## src/rtl/mc_pkg.sv

```systemverilog
// mc_pkg: shared state, opcode, funct and ALU-control encodings for the multi-cycle MIPS controller.
package mc_pkg;
    localparam logic [5:0] OP_RTYPE = 6'b000000;
    localparam logic [5:0] OP_LW    = 6'b100011;
    localparam logic [5:0] OP_SW    = 6'b101011;
    localparam logic [5:0] OP_BEQ   = 6'b000100;
    localparam logic [5:0] OP_J     = 6'b000010;
    localparam logic [5:0] OP_ADDI  = 6'b001000;
    localparam logic [5:0] OP_ANDI  = 6'b001100;
    localparam logic [5:0] OP_ORI   = 6'b001101;

    localparam logic [5:0] FN_ADD = 6'b100000;
    localparam logic [5:0] FN_SUB = 6'b100010;
    localparam logic [5:0] FN_AND = 6'b100100;
    localparam logic [5:0] FN_OR  = 6'b100101;
    localparam logic [5:0] FN_SLT = 6'b101010;

    localparam logic [2:0] ALU_ADD = 3'b010;
    localparam logic [2:0] ALU_SUB = 3'b110;
    localparam logic [2:0] ALU_AND = 3'b000;
    localparam logic [2:0] ALU_OR  = 3'b001;
    localparam logic [2:0] ALU_SLT = 3'b111;

    typedef enum logic [3:0] {
        S_FETCH,
        S_DECODE,
        S_MEMADR,
        S_MEMRD,
        S_MEMWB,
        S_MEMWR,
        S_RTEX,
        S_RTWB,
        S_BEQ,
        S_JMP,
`ifdef MC_CTRL_IMM_EN
        S_IMMEX,
        S_IMMWB,
`endif
        S_TRAP
    } state_t;
endpackage

```

## src/rtl/mc_alu_decoder.sv

```systemverilog
// mc_alu_decoder: maps an R-type funct field to an ALU operation and flags unsupported functs.
module mc_alu_decoder
    import mc_pkg::*;
(
    input  logic [5:0] funct,
    output logic [2:0] alu_op,
    output logic       illegal
);
    always_comb begin
        alu_op  = funct == FN_ADD ? ALU_ADD :
                  funct == FN_SUB ? ALU_SUB :
                  funct == FN_OR  ? ALU_OR  :
                  funct == FN_SLT ? ALU_SLT : ALU_AND;
        illegal = !(funct inside {FN_ADD, FN_SUB, FN_AND, FN_OR, FN_SLT});
    end
endmodule

```

## src/rtl/mc_controller.sv

```systemverilog
// mc_controller: multi-cycle MIPS control FSM with a request/ready unified memory port.
// Define MC_CTRL_IMM_EN to add addi/andi/ori support via the IMMEX/IMMWB states.
module mc_controller
    import mc_pkg::*;
#(
    parameter int ALUCTRL_W = 3,
    parameter int STATE_W   = 4
) (
    input  logic                 clk,
    input  logic                 rst,
    input  logic [5:0]           opcode,
    input  logic [5:0]           funct,
    input  logic                 zero,
    input  logic                 mem_ready,
    output logic                 mem_req,
    output logic                 mem_write,
    output logic                 iord,
    output logic                 ir_write,
    output logic                 pc_en,
    output logic [1:0]           pc_src,
    output logic                 alu_src_a,
    output logic [1:0]           alu_src_b,
    output logic [ALUCTRL_W-1:0] alu_control,
    output logic                 reg_dst,
    output logic                 mem_to_reg,
    output logic                 reg_write,
    output logic                 illegal_op,
    output logic [STATE_W-1:0]   state_out
);
    state_t     state_q, state_d;
    logic       illegal_op_q, illegal_op_d;
    logic       pc_write, branch_state, fn_illegal;
    logic [2:0] alu_op, fn_op;

    mc_alu_decoder u_alu_dec (
        .funct   (funct),
        .alu_op  (fn_op),
        .illegal (fn_illegal)
    );

    always_comb begin
        state_d = state_q;
        case (state_q)
            S_FETCH:  state_d = mem_ready ? S_DECODE : S_FETCH;
            S_DECODE: case (opcode)
                OP_LW, OP_SW: state_d = S_MEMADR;
                OP_RTYPE:     state_d = S_RTEX;
                OP_BEQ:       state_d = S_BEQ;
                OP_J:         state_d = S_JMP;
`ifdef MC_CTRL_IMM_EN
                OP_ADDI, OP_ANDI, OP_ORI: state_d = S_IMMEX;
`endif
                default:      state_d = S_TRAP;
            endcase
            S_MEMADR: state_d = opcode == OP_SW ? S_MEMWR : S_MEMRD;
            S_MEMRD:  state_d = mem_ready ? S_MEMWB : S_MEMRD;
            S_MEMWR:  state_d = mem_ready ? S_FETCH : S_MEMWR;
            S_RTEX:   state_d = fn_illegal ? S_TRAP : S_RTWB;
`ifdef MC_CTRL_IMM_EN
            S_IMMEX:  state_d = S_IMMWB;
`endif
            S_TRAP:   state_d = S_TRAP;
            default:  state_d = S_FETCH;
        endcase
        illegal_op_d = illegal_op_q | (state_d == S_TRAP);
    end

    always_comb begin
        mem_req      = 1'b0;
        mem_write    = 1'b0;
        iord         = 1'b0;
        ir_write     = 1'b0;
        pc_write     = 1'b0;
        branch_state = 1'b0;
        pc_src       = 2'b00;
        alu_src_a    = 1'b0;
        alu_src_b    = 2'b00;
        alu_op       = ALU_AND;
        reg_dst      = 1'b0;
        mem_to_reg   = 1'b0;
        reg_write    = 1'b0;
        case (state_q)
            S_FETCH: begin
                mem_req   = 1'b1;
                alu_src_b = 2'b01;
                alu_op    = ALU_ADD;
                ir_write  = mem_ready;
                pc_write  = mem_ready;
            end
            S_DECODE: begin
                alu_src_b = 2'b11;
                alu_op    = ALU_ADD;
            end
            S_MEMADR: begin
                alu_src_a = 1'b1;
                alu_src_b = 2'b10;
                alu_op    = ALU_ADD;
            end
            S_MEMRD: begin
                mem_req = 1'b1;
                iord    = 1'b1;
            end
            S_MEMWB: begin
                reg_write  = 1'b1;
                mem_to_reg = 1'b1;
            end
            S_MEMWR: begin
                mem_req   = 1'b1;
                mem_write = 1'b1;
                iord      = 1'b1;
            end
            S_RTEX: begin
                alu_src_a = 1'b1;
                alu_op    = fn_op;
            end
            S_RTWB: begin
                reg_write = 1'b1;
                reg_dst   = 1'b1;
            end
            S_BEQ: begin
                alu_src_a    = 1'b1;
                alu_op       = ALU_SUB;
                pc_src       = 2'b01;
                branch_state = 1'b1;
            end
            S_JMP: begin
                pc_src   = 2'b10;
                pc_write = 1'b1;
            end
`ifdef MC_CTRL_IMM_EN
            S_IMMEX: begin
                alu_src_a = 1'b1;
                alu_src_b = 2'b10;
                alu_op    = opcode == OP_ANDI ? ALU_AND : opcode == OP_ORI ? ALU_OR : ALU_ADD;
            end
            S_IMMWB: reg_write = 1'b1;
`endif
            default: ;
        endcase
    end

    always_ff @(posedge clk) begin
        if (rst) begin
            state_q      <= S_FETCH;
            illegal_op_q <= 1'b0;
        end else begin
            state_q      <= state_d;
            illegal_op_q <= illegal_op_d;
        end
    end

    assign pc_en       = pc_write | (branch_state & zero);
    assign alu_control = ALUCTRL_W'(alu_op);
    assign illegal_op  = illegal_op_q;
    assign state_out   = STATE_W'(state_q);
endmodule
```

## config.mk

```make
export PLATFORM = sky130hd
export DESIGN_NAME = mc_controller
export DESIGN_NICKNAME = d
export VERILOG_FILES = /design/src/rtl/mc_pkg.sv /design/src/rtl/mc_alu_decoder.sv /design/src/rtl/mc_controller.sv
export SDC_FILE = /design/constraint.sdc
export NUM_CORES = 1
export LEC_CHECK = 0
export CAP_MARGIN = 20
export CORE_MARGIN = 5
export CORE_UTILIZATION = 40
export DETAILED_ROUTE_END_ITERATION = 8
export PLACE_DENSITY = 0.92
export SLEW_MARGIN = 20
export SYNTH_ARGS = -nofsm -noshare
export SYNTH_HDL_FRONTEND = slang
export SYNTH_SLANG_ARGS = --single-unit
```

## constraint.sdc

```tcl
create_clock -name clk -period 4 [get_ports clk]
set_clock_uncertainty 0.15 [all_clocks]
set_input_delay 0.6 -clock clk [delete_from_list [all_inputs] [get_ports clk]]
set_output_delay 0.6 -clock clk [all_outputs]
set_load 0.05 [all_outputs]
```

Word level (Yosys, flattened, before mapping)

Index checks and enable logic that the tools add are counted.

Register bits: 5
Input bits: 16
Output and inout bits: 21
Word-level logic and storage cells: 58

Eq/ne operators: 20
Multiplexer cells: 24
Bitwise operators: 3
Reductions and logical operators: 9

Operators by type and width:

| cell                 | number |
|---|---|
| $eq A6 B6 Y1 const B | 7 |
| $pmux W4 S7          | 1 |
| $mux W3              | 7 |
| $eq A4 B3 Y1 const B | 4 |
| $eq A4 B4 Y1 const B | 4 |
| $pmux W4 S4          | 1 |
| $mux W1              | 10 |
| $pmux W3 S3          | 1 |
| $reduce_or A3 Y1     | 3 |
| $eq A4 B2 Y1 const B | 2 |
| $eq A6 B2 Y1 const B | 1 |
| $eq A6 B3 Y1 const B | 1 |
| $logic_not A6 Y1     | 1 |
| $pmux W2 S3          | 1 |
| $reduce_or A2 Y1     | 3 |
| $reduce_bool A5 Y1   | 1 |
| $eq A4 B1 Y1 const B | 1 |
| $logic_not A4 Y1     | 1 |
| $mux W4              | 1 |
| $pmux W2 S2          | 1 |
| $or A1 B1 Y1         | 2 |
| $pmux W1 S2          | 1 |
| $and A1 B1 Y1        | 1 |

Depth between registers and ports, before layout

Depth in word-level cells: 6
Mapped depth: 6
Mapped depth without buffers: 5

By module

A second synthesis with hierarchy kept.

Cells, all modules: 92
Area total of the unflattened synthesis: 665.6 sq um

Modules (own cells, without submodules):

| module         | times used | cells an instance | area an instance (sq um) | seq. area each (sq um) |
|---|---|---|---|---|
| mc_controller  | 1          | 83                | 585.6                    | 100.1 |
| mc_alu_decoder | 1          | 9                 | 80.1                     | 0.0 |

Worst setup path after synthesis

Ideal clock, no wire load.

Kind: flip-flop to output port
Start point: register state_q[3] (netlist: state_out[3])
End point: output port alu_control[2]
Data arrival time: 2683 ps
Required time: 3250 ps
Setup slack: 567 ps
Cell stages (with the launch flop): 5
Path buffers: 1
Cell sequence: dfxtp_1 > buf_4 > nand2b_1 > nor3_1 > o21bai_1

Word-level cells in the longest chain between the ends: 3
Elaborated cells between the ends (all ways): 7
Those cells by class: 4 x eq/ne; 1 x mux; 2 x reduce/logical

Ends and longest elaborated chain:

| what                                 | RTL line             | source |
|---|---|---|
| start: declaration                   | mc_controller.sv:30  | `state_t state_q, state_d;` |
| start signal: assignment             | mc_controller.sv:147 | `state_q <= state_d;` |
| $eq A4 B2 Y1 (tied with other cells) | mc_controller.sv:82  | `case (state_q)` |
| $reduce_or A3 Y1 (no source line)    | --                   |  |
| $pmux W3 S3 *                        | mc_controller.sv:82  |  |
| end: declaration                     | mc_controller.sv:23  | `output logic [ALUCTRL_W-1:0] alu_control,` |

Every way passes the cells marked *; elsewhere a longest branch is shown, timed or not.

Worst setup path in the final report

Start point: register state_q[1] (netlist: state_out[1])
End point: output port alu_control[1]

The elaborated chain is that of the path after synthesis.

==> impl_metrics.py <==
metrics = {
    "run_status": {
        "status": "complete, no violations",
    },
    "floorplanning": {
        "core_um2": 1510,
        "die_h_um": 49.9,
        "start_util_pct": 42.2,
        "rows": 14,
        "die_x_um": 49.9,
        "pin_count": 37,
        "die_area_um2": 2490,
    },
    "worst_setup_path": {
        "crit_buf_inv": 1,
        "critPathLaunch": "state_out[1]$_SDFF_PP0_",
        "critPathMaxStageDelay_ns": 0.82,
        "cp-start-kind": "flop",
        "cp_max_fo": 17,
        "cp-end-kind": "output port",
        "cp.required_ns": 3.25,
        "crit_type": "flop to output port",
        "cpLargestDelayFamily": "simple AND/OR/NAND/NOR gates",
        "crit_chain": "nand2b_4 -> nor2_4 -> nand3b_2 -> or4_1 -> o21ai_1 -> clkdlybuf4s50_1",
        "cpMaxStageDelayCell": "clkdlybuf4s50_1",
        "crit_arrival_ns": 2.74,
        "timing.rr.start": "state_out[1]$_SDFF_PP0_",
    },
    "route": {
        "met1_length_um": 788,
        "highest_layer": "met3",
        "drc": 0,
        "viasPerCell": 5.62,
        "wl_met3_um": 163,
        "avgRoutedWirePerCell_um": 13.0,
        "finalWirelength_um": 1810,
        "drtAntennaViolNets": 0,
        "dr_wl_met2_um": 854,
        "drt_first_pass_iters": 3,
        "num_vias": 781,
        "drtIter0Drc": 3,
    },
    "global_routing": {
        "globalRoute.totalOverflow": 0,
        "grt_pass1_vias": 700,
        "grt_pass1_wl_um": 3070,
        "grt_antenna_before_repair": 0,
        "grt_max_degree": 18,
        "grtUsageTotal_pct": 14.9,
    },
    "synth": {
        "ys_seq_elements": 5,
        "muxShareOfSynthArea_pct": 1.77,
        "yosysTopAreaCell": "dfxtp_1",
        "synth_top_family_by_area": "simple AND/OR/NAND/NOR gates",
        "synth_top_area_share_pct": 15.7,
        "synth_compound_area_share_pct": 25.8,
        "synth_cells": 87,
        "syn-cell-area_um2": 636,
        "synth_simple_gate_area_share_pct": 46.7,
        "ys_warn_count": 0,
        "synth_adder_area_share_pct": 1.57,
        "synth_top_cells_by_area": "dfxtp_1, nor2_1, nor4b_2",
        "synthXorXnorAreaFrac_pct": 2.76,
        "ys_types": 40,
        "ys_seq_area_share_pct": 15.7,
        "syn_avg_cell_area_um2": 7.31,
        "synth_nets": 103,
    },
    "sta": {
        "slew_violations": 0,
        "slew_headroom_pct": 57.3,
        "rsz0062_at_grt": "no",
        "finalSetupTns_ns": 0,
        "finalHoldViolCount": 0,
        "fin_crit_sh_pct": 87.2,
        "period_needed_ns": 3.49,
        "fmax_mhz": 287,
        "tightest_slew_ns": 0.639,
        "setup_viol": 0,
    },
    "clock_tree": {
        "post-cts-setup-buffer-count": 0,
        "cts_resized": 0,
        "cts-root-buf": "clkbuf_4",
        "cts_buffers": 3,
        "cts.sinks": 5,
        "ctsHoldBuffers": 0,
        "cts_tree": "built",
        "clock_latency_ns": 0.23,
        "clkTransAtPathRegs_ns": 0.04,
        "cts_buffer_depth": 2,
        "htreeDepth": 1,
    },
    "final_layout": {
        "antenna_cells": 0,
        "num-nets-final": 140,
        "drive_above_1_share_pct": 10.6,
        "layout_common_cells": "clkdlybuf4s50_1, nor2_1, nand2_1",
        "area_growth_pct": 60.6,
        "final_util_pct": 67.8,
        "final_common_cell": "clkdlybuf4s50_1",
    },
    "power_and_ir_drop": {
        "p_total_mw": 0.365,
        "ir_drop_mv": 0.186,
        "power_density_nw_per_um2": 358,
        "p_leak_nw": 0.367,
    },
    "run": {
        "cap_viol_max_count": 0,
    },
    "worst_hold_path": {
        "min_path_type": "flop to flop",
        "min_from": "illegal_op$_SDFF_PP0_",
    },
    "place": {
        "routabilityCongestion": 0.820,
        "portBuffers": 36,
        "post-dp-hpwl_um": 1520,
    },
}
## worst min-delay path: cells and delay by family, from the launching register on
| family | cells | cell delay (ns) |
|---|---|---|
| compound gates | 1 | 0.07 |
| buf+inv | 1 | 0.04 |
| flops | 1 | 0.30 |
## routing by layer
layer,global-route usage [%],vias to the layer above
li1,-,392
met5,0,-
met2,26.3,31
met4,5.24,0
met3,3.61,0
met1,17.0,358
## synthesized netlist by cell type
cell and count:
nor2_1 12, nand2_1 7, a21oi_1 5, dfxtp_1 5
nor3_1 5, inv_1 4, o21ai_1 4, a31oi_1 3
nor2b_1 3, o21bai_1 3, buf_2 2, nand2b_1 2
nand2b_4 2, nor3b_1 2, nor4b_2 2, o21a_1 2
a211o_1 1, a211oi_1 1, a21boi_0 1, a2bb2oi_2 1
a311oi_1 1, and2_1 1, and3_1 1, and4_1 1
buf_4 1, clkbuf_1 1, maj3_1 1, mux2_1 1
nand3b_2 1, nor2_4 1, nor3_2 1, nor4bb_1 1
o221ai_1 1, o22ai_1 1, or2_2 1, or2b_1 1
or4_1 1, or4_4 1, xnor2_1 1, xor2_1 1
## kinds of logic after synthesis
kind of cell,Yosys count
buffers and inverters,8
and+or+nand+nor,46
xor gates and xnor gates,2
AOI/OAI and AO/OA,24
DFF,5
adders and majority gates,1
muxes,1
## state kept, by name, summed over array words and instances (netlist names)
register / cells
state_out: 4
illegal_op: 1
## stage by stage
| step | instances | setup slack, ns | hold WS (ns) | cell area, µm² |
|---|---|---|---|---|
| after global routing | 139 | 0.421 | 0.356 | 1020 |
| final | 139 | 0.512 | 0.319 | 1020 |
| after global placement | 135 | 0.642 | 0.312 | 995 |
| after detailed placement | 135 | 0.607 | 0.316 | 995 |
| after CTS | 139 | 0.514 | 0.322 | 1020 |
| after floorplan | 87 | 0.567 | 0.536 | 636 |
## path summary, 6_finish.rpt
check                                to  slack [ns]  cells after the start
setup / recovery         alu_control[1]        0.51                      6
hold / removal    illegal_op$_SDFF_PP0_        0.32                      2
setup reg to reg  illegal_op$_SDFF_PP0_        2.04                      5
hold reg to reg   illegal_op$_SDFF_PP0_        0.32                      2
## area by class of cell
type / instances / area [µm²]
multi-input combinational: 74 / 499
fill: 128 / 485
timing repair buffer: 36 / 360
sequential: 5 / 100
clock buffer: 4 / 26.3
tap: 16 / 20.0
inverter: 4 / 15.0
## power breakdown
group          internal (mW)  leakage [nW]  total, mW  switching [mW]
combinational         0.0902         0.311      0.234           0.143
clock                 0.0376        0.0150     0.0559          0.0184
sequential            0.0558        0.0408     0.0754          0.0196
total                  0.184         0.367      0.365           0.181
Note: power is estimated with default switching activity, not from simulation.
